## src/rtl/mul_4bits_acc_if.sv

```systemverilog
// Bundle of the accumulator's handshake and data signals.
//
// Handshake rule, used on both sides: a beat transfers on a rising clock edge
// where valid and ready are both 1. The sender holds its data stable while valid
// is high and not yet taken. The receiver may raise or drop ready freely.
//
// Signals:
//   clr        master->slave  sync clear of partial sum and held result
//   in_valid   master->slave  prod is valid
//   in_ready   slave->master  slave accepts prod this cycle
//   prod       master->slave  8-bit unsigned product
//   out_valid  slave->master  sum/ovf are valid
//   out_ready  master->slave  downstream takes the result
//   sum        slave->master  ACC_W-bit accumulated result
//   ovf        slave->master  the group overflowed ACC_W bits
interface mul_4bits_acc_if #(
  parameter int ACC_W = 10
);
  logic             clr;
  logic             in_valid;
  logic             in_ready;
  logic [7:0]       prod;
  logic             out_valid;
  logic             out_ready;
  logic [ACC_W-1:0] sum;
  logic             ovf;

  modport master (
    output clr, in_valid, prod, out_ready,
    input  in_ready, out_valid, sum, ovf
  );

  modport slave (
    input  clr, in_valid, prod, out_ready,
    output in_ready, out_valid, sum, ovf
  );
endinterface

```

## src/rtl/mul_4bits_acc.sv

```systemverilog
// Accumulate stage of a small MAC datapath. Sums N_TERMS consecutive 8-bit
// products taken through a valid/ready handshake. Emits one ACC_W-bit result per
// group, together with an overflow flag, on an output valid/ready handshake.
//
// Parameters:
//   N_TERMS  products summed per result (2..255)
//   ACC_W    accumulator/result width (>= 8)
// Ports:
//   clk        rising-edge clock
//   rst_n      asynchronous active-low reset
//   bus        mul_4bits_acc_if.slave: clr, in_valid/in_ready/prod,
//              out_valid/out_ready/sum/ovf
//   state_dbg  current FSM state (0 = ACC, 1 = HOLD)
// Build option:
//   SATURATE_EN  when defined, the accumulator clamps at 2^ACC_W-1 on overflow.
//                Otherwise it wraps. In both builds ovf reports the overflow.
module mul_4bits_acc #(
  parameter int N_TERMS = 4,
  parameter int ACC_W   = 10
) (
  input  logic           clk,
  input  logic           rst_n,
  mul_4bits_acc_if.slave bus,
  output logic           state_dbg
);

  typedef enum logic {
    ST_ACC  = 1'b0,
    ST_HOLD = 1'b1
  } state_t;

  localparam logic [7:0] LAST = 8'(N_TERMS - 1);

  state_t           state, state_nx;
  logic             run;       // low until the first clock after reset release
  logic [7:0]       cnt;
  logic [ACC_W-1:0] acc;
  logic             ovf_g;     // sticky overflow within the current group
  logic [ACC_W-1:0] sum_q;
  logic             ovf_q;

  logic             accept;
  logic             first;
  logic             last;
  logic [ACC_W:0]   prod_x;
  logic [ACC_W:0]   add_w;
  logic             carry;
  logic [ACC_W-1:0] total;

  assign bus.in_ready  = run & (state == ST_ACC) & ~bus.clr;
  assign bus.out_valid = (state == ST_HOLD);
  assign bus.sum       = sum_q;
  assign bus.ovf       = ovf_q;
  assign state_dbg     = state;

  assign accept = bus.in_valid & bus.in_ready;
  assign first  = (cnt == 8'd0);
  assign last   = (cnt == LAST);
  assign prod_x = (ACC_W + 1)'(bus.prod);

  // One adder, ACC_W+1 bits wide. The top bit is the carry out of the ACC_W-bit
  // accumulator. The first term of a group starts from zero, so it cannot carry.
  always_comb begin
    add_w = (first ? '0 : {1'b0, acc}) + prod_x;
    carry = add_w[ACC_W];
`ifdef SATURATE_EN
    // Once the accumulator is clamped, each later nonzero add carries again.
    // So the value stays clamped until the group ends.
    total = carry ? '1 : add_w[ACC_W-1:0];
`else
    total = add_w[ACC_W-1:0];
`endif
  end

  always_comb begin
    state_nx = state;
    if (bus.clr) begin
      state_nx = ST_ACC;
    end else begin
      case (state)
        ST_ACC:  if (accept && last) state_nx = ST_HOLD;
        ST_HOLD: if (bus.out_ready)  state_nx = ST_ACC;
        default: state_nx = ST_ACC;
      endcase
    end
  end

  always_ff @(posedge clk or negedge rst_n) begin
    if (!rst_n) begin
      state <= ST_ACC;
      run   <= 1'b0;
      cnt   <= 8'd0;
      acc   <= '0;
      ovf_g <= 1'b0;
      sum_q <= '0;
      ovf_q <= 1'b0;
    end else begin
      run   <= 1'b1;
      state <= state_nx;
      if (bus.clr) begin
        // Drop the partial group. sum/ovf keep their last values.
        cnt   <= 8'd0;
        acc   <= '0;
        ovf_g <= 1'b0;
      end else if (accept) begin
        if (last) begin
          sum_q <= total;
          ovf_q <= (ovf_g & ~first) | carry;
          cnt   <= 8'd0;
          acc   <= '0;
          ovf_g <= 1'b0;
        end else begin
          cnt   <= cnt + 8'd1;
          acc   <= total;
          ovf_g <= (ovf_g & ~first) | carry;
        end
      end
    end
  end

endmodule

```

## src/flat_wrapper.sv

```systemverilog
// flat-port wrapper written by rule: the top's interface ports become plain ports
module mul_4bits_acc_flat 
#(
  parameter int N_TERMS = 4,
  parameter int ACC_W   = 10
)
  (clk, rst_n, state_dbg, bus_clr, bus_in_valid, bus_prod, bus_out_ready, bus_in_ready, bus_out_valid, bus_sum, bus_ovf);
  mul_4bits_acc_if #(.ACC_W(ACC_W)) bus_i ();
  input  logic clk;
  input  logic rst_n;
  output logic state_dbg;
  input wire logic [$bits(bus_i.clr)-1:0] bus_clr;
  input wire logic [$bits(bus_i.in_valid)-1:0] bus_in_valid;
  input wire logic [$bits(bus_i.prod)-1:0] bus_prod;
  input wire logic [$bits(bus_i.out_ready)-1:0] bus_out_ready;
  output wire logic [$bits(bus_i.in_ready)-1:0] bus_in_ready;
  output wire logic [$bits(bus_i.out_valid)-1:0] bus_out_valid;
  output wire logic [$bits(bus_i.sum)-1:0] bus_sum;
  output wire logic [$bits(bus_i.ovf)-1:0] bus_ovf;
  assign bus_i.clr = bus_clr;
  assign bus_i.in_valid = bus_in_valid;
  assign bus_i.prod = bus_prod;
  assign bus_i.out_ready = bus_out_ready;
  assign bus_in_ready = bus_i.in_ready;
  assign bus_out_valid = bus_i.out_valid;
  assign bus_sum = bus_i.sum;
  assign bus_ovf = bus_i.ovf;
  mul_4bits_acc #(.N_TERMS(N_TERMS), .ACC_W(ACC_W)) u_core (.clk(clk), .rst_n(rst_n), .bus(bus_i), .state_dbg(state_dbg));
endmodule
```

## config.mk

```make
export PLATFORM = sky130hd
export DESIGN_NAME = mul_4bits_acc_flat
export DESIGN_NICKNAME = d
export VERILOG_FILES = /design/src/rtl/mul_4bits_acc_if.sv /design/src/rtl/mul_4bits_acc.sv /design/src/flat_wrapper.sv
export SDC_FILE = /design/constraint.sdc
export NUM_CORES = 1
export LEC_CHECK = 0
export CORE_MARGIN = 5
export CORE_UTILIZATION = 50
export CTS_CLUSTER_SIZE = 28
export DETAILED_ROUTE_END_ITERATION = 6
export PLACE_DENSITY = 0.72
export SETUP_SLACK_MARGIN = 0.4
export SYNTH_ARGS = -nofsm -noshare
export SYNTH_HDL_FRONTEND = slang
export SYNTH_SLANG_ARGS = --single-unit
```

## constraint.sdc

```tcl
create_clock -name clk -period 3.6 [get_ports clk]
set_input_delay 0.36 -clock clk [delete_from_list [all_inputs] [get_ports clk]]
set_output_delay 0.36 -clock clk [all_outputs]
set_load 0.005 [all_outputs]
```

==> flow_metrics.py <==
metrics = {
    "setup_path": {
        "cp.required_ps": 3770,
        "worstPathCellList": "nor4_4 -> nand3_2 -> and2_1 -> ha_1 -> fa_2 -> a211oi_2 -> o211ai_1 -> and2_1 -> xnor2_1 -> mux2_2",
        "cp_max_fo": 6,
        "slowest_stage": "dfrtp_1",
        "critical_path.most_common_cell": "and2_1",
        "crit_type": "register to register",
        "start_kind": "register",
        "crit_path_end_kind": "register",
        "crit_arrival_ps": 3140,
        "cpPeakStageDelay_ps": 460,
    },
    "detailed_routing": {
        "first_pass_iters": 4,
        "vias_per_cell": 5.669,
        "wl_met2_um": 1954,
        "first_iter_violations": 116,
        "met1Wirelength_um": 1913,
        "drc": 0,
        "vias": 1491,
        "wl_um": 4169,
        "wl_per_cell_um": 15.85,
        "antenna_left": 0,
        "top_layer_used": "met4",
        "wl_met3_um": 237,
    },
    "grt": {
        "grt_pass1_wl_um": 7307,
        "grt_overflow": 0,
        "grt_start_max_net_pins": 33,
        "track_usage_pct": 17.97,
        "antenna_found_initial": 0,
        "grt_pass1_vias": 1582,
    },
    "sta": {
        "finalSetupViolCount": 0,
        "hold_violations": 0,
        "fin_worst_skew_ps": 8.507,
        "rsz0062_at_grt": "no",
        "layout_min_cycle_time_ps": 2975,
        "maxSlewViolCount": 0,
        "relSlewSlack_pct": 35.74,
        "fin_crit_sh_pct": 82.65,
        "worst_slew_pin_slew_ps": 960.4,
        "max_freq_ghz": 0.3361,
        "tns_ps": 0,
        "whs_ps": 475.1,
    },
    "placed_design": {
        "port_buffers": 26,
        "hpwl_um": 2982,
        "place_congestion": 0.8617,
    },
    "synth": {
        "synthXorXnorAreaFrac_pct": 4.110,
        "synth_simple_gate_area_share_pct": 16.63,
        "synth_edf_count": 0,
        "synth_top_family_by_area": "compound AO/OA/AOI/OAI gates",
        "syn_inst": 186,
        "synth_compound_area_share_pct": 21.07,
        "synth-main-ff-cell": "dfrtp_1",
        "ys_ff_latch": 32,
        "ys_warn_count": 0,
        "async_flop_share_pct": 100.0,
        "synthMuxAreaShare_pct": 5.871,
        "syn_area_um2": 1918,
        "synth-seq-area-share_pct": 41.75,
        "synth.distinct_cells": 53,
        "syn_avg_cell_area_um2": 10.31,
        "synth_nets": 210,
        "synthAdderAreaFrac_pct": 7.567,
    },
    "pwr": {
        "power_density_nw_per_um2": 306.9,
        "irDropWorstVdd_uv": 215.2,
        "p_leak_nw": 1.057,
    },
    "floorplanning": {
        "ios": 27,
        "fp.dieH_um": 71.94,
        "rows": 22,
        "die_x_um": 71.94,
        "initial_utilization_pct": 52.00,
        "dieArea_um2": 5175,
        "core_area_um2": 3689,
    },
    "clock_network": {
        "cts_sinks": 32,
        "cts_tree": "built",
        "numCtsBuffers": 5,
        "clockRootBuffer": "clkbuf_8",
        "clk_path_buf_depth": 2,
        "clk_latency_ps": 280,
        "htreeDepth": 2,
        "path_clk_slew_ps": 70,
    },
    "layout": {
        "drive_gt1_share_pct": 12.09,
        "nets": 239,
        "n_antenna_cell": 0,
        "mostFrequentLayoutCells": "dfrtp_1 (32), clkdlybuf4s50_1 (26), nand2_1 (13), a21oi_1 (12), o21ai_0 (11)",
        "layout_commonest_cell": "dfrtp_1",
        "syn2layout_area_growth_pct": 20.61,
    },
    "min_path": {
        "hold_class": "input pin to asynchronous set/reset pin",
    },
    "job": {
        "max_cap_viol_count": 0,
    },
    "status": {
        "status": "finished clean",
    },
}
## area by class of cell
type | count | area, um2
Fill cell | 325 | 1375
Multi-Input combinational cell | 144 | 1085
Sequential cell | 32 | 800.8
Timing Repair Buffer | 28 | 275.3
Clock buffer | 6 | 72.57
Tap cell | 48 | 60.06
Inverter | 4 | 15.01
Clock inverter | 1 | 5.005
## worst paths after layout
kind	depth (start not counted)	endpoint	startpoint	slack (ps)
max in group asynchronous	2	u_core.bus.sum[9]	rst_n	2830
hold / removal	2	u_core.acc[5]	rst_n	480
setup / recovery	10	u_core.bus.sum[8]	u_core.cnt[4]	620
hold reg to reg	1	u_core.bus.sum[3]	u_core.bus.sum[3]	480
setup reg to reg	10	u_core.bus.sum[8]	u_core.cnt[4]	620
min in group clk	1	u_core.bus.sum[3]	u_core.bus.sum[3]	480
## cells in the mapped netlist, types with 4 or more instances
library cell   n  area [um2]
o21ai_0       11       55.05
nand3_1        4       20.02
xnor2_1        6       52.55
and2_1         9       56.30
nand2_1       13       48.80
inv_1          4       15.01
mux2_2         5       56.30
dfrtp_1       32       800.8
mux2_1         5       56.30
a21oi_1       12       60.06
ha_1          10       125.1
nor2_1         9       33.78
a31oi_1        4       25.02
a22o_1         7       61.31
## power by group
part | switching (mW) | internal, mW
Clock | 0.131 | 0.131
Sequential | 0.00353 | 0.366
Combinational | 0.0432 | 0.0349
Total | 0.178 | 0.532
## flip-flops by register name, summed over array words and instances, names as in the netlist
signal and cells:
u_core.acc 10, u_core.bus.sum 10, u_core.cnt 8, u_core.bus.out_valid 1, u_core.bus.ovf 1, u_core.ovf_g 1
u_core.run 1
## metal layers
metal | track usage [%] | vias to the layer above
met3 | 5.540 | 8
met1 | 23.39 | 706
met5 | 0 | -
li1 | - | 738
met2 | 28.06 | 39
met4 | 6.889 | 0
## timing repair
item	CTS	global route
setup buffers	0	0
gates resized for setup	1	3
hold buffers	0	0
pin swaps	0	1
endpoints found under the setup margin	1	6
cloned	0	0
## stage by stage
stage / cell area, um2 / setup WS (ps) / power (mW) / utilization [%] / std cells
final: 2313 / 624.8 / 0.7100 / 62.72 / 263
after global routing: 2313 / 420.3 / 0.7457 / 62.72 / 263
after CTS: 2301 / 430.2 / 0.7184 / 62.38 / 263
after detailed placement: 2215 / 353.0 / 0.4545 / 60.04 / 256
after global placement: 2215 / 472.0 / 0.4530 / 60.04 / 256
after floorplan: 1918 / 515.6 / 0.4179 / - / 186
## cells by family after synthesis
| kind of cell | count (synthesis) |
|---|---|
| flops | 32 |
| xor+xnor | 9 |
| fa+ha+maj | 11 |
| buf+inv | 10 |
| simple gates | 56 |
| mux | 10 |
| other cells | 1 |
| compound gates | 57 |
## critical path: cells and delay by family (launching register included)
kind                       cells  cell delay (ps)
adders and majority gates      2              610
xor gates and xnor gates       1              130
muxes                          1              260
and+or+nand+nor                4              990
DFF                            1              460
AOI/OAI and AO/OA              2              400
(Power assumes the default switching activity.)
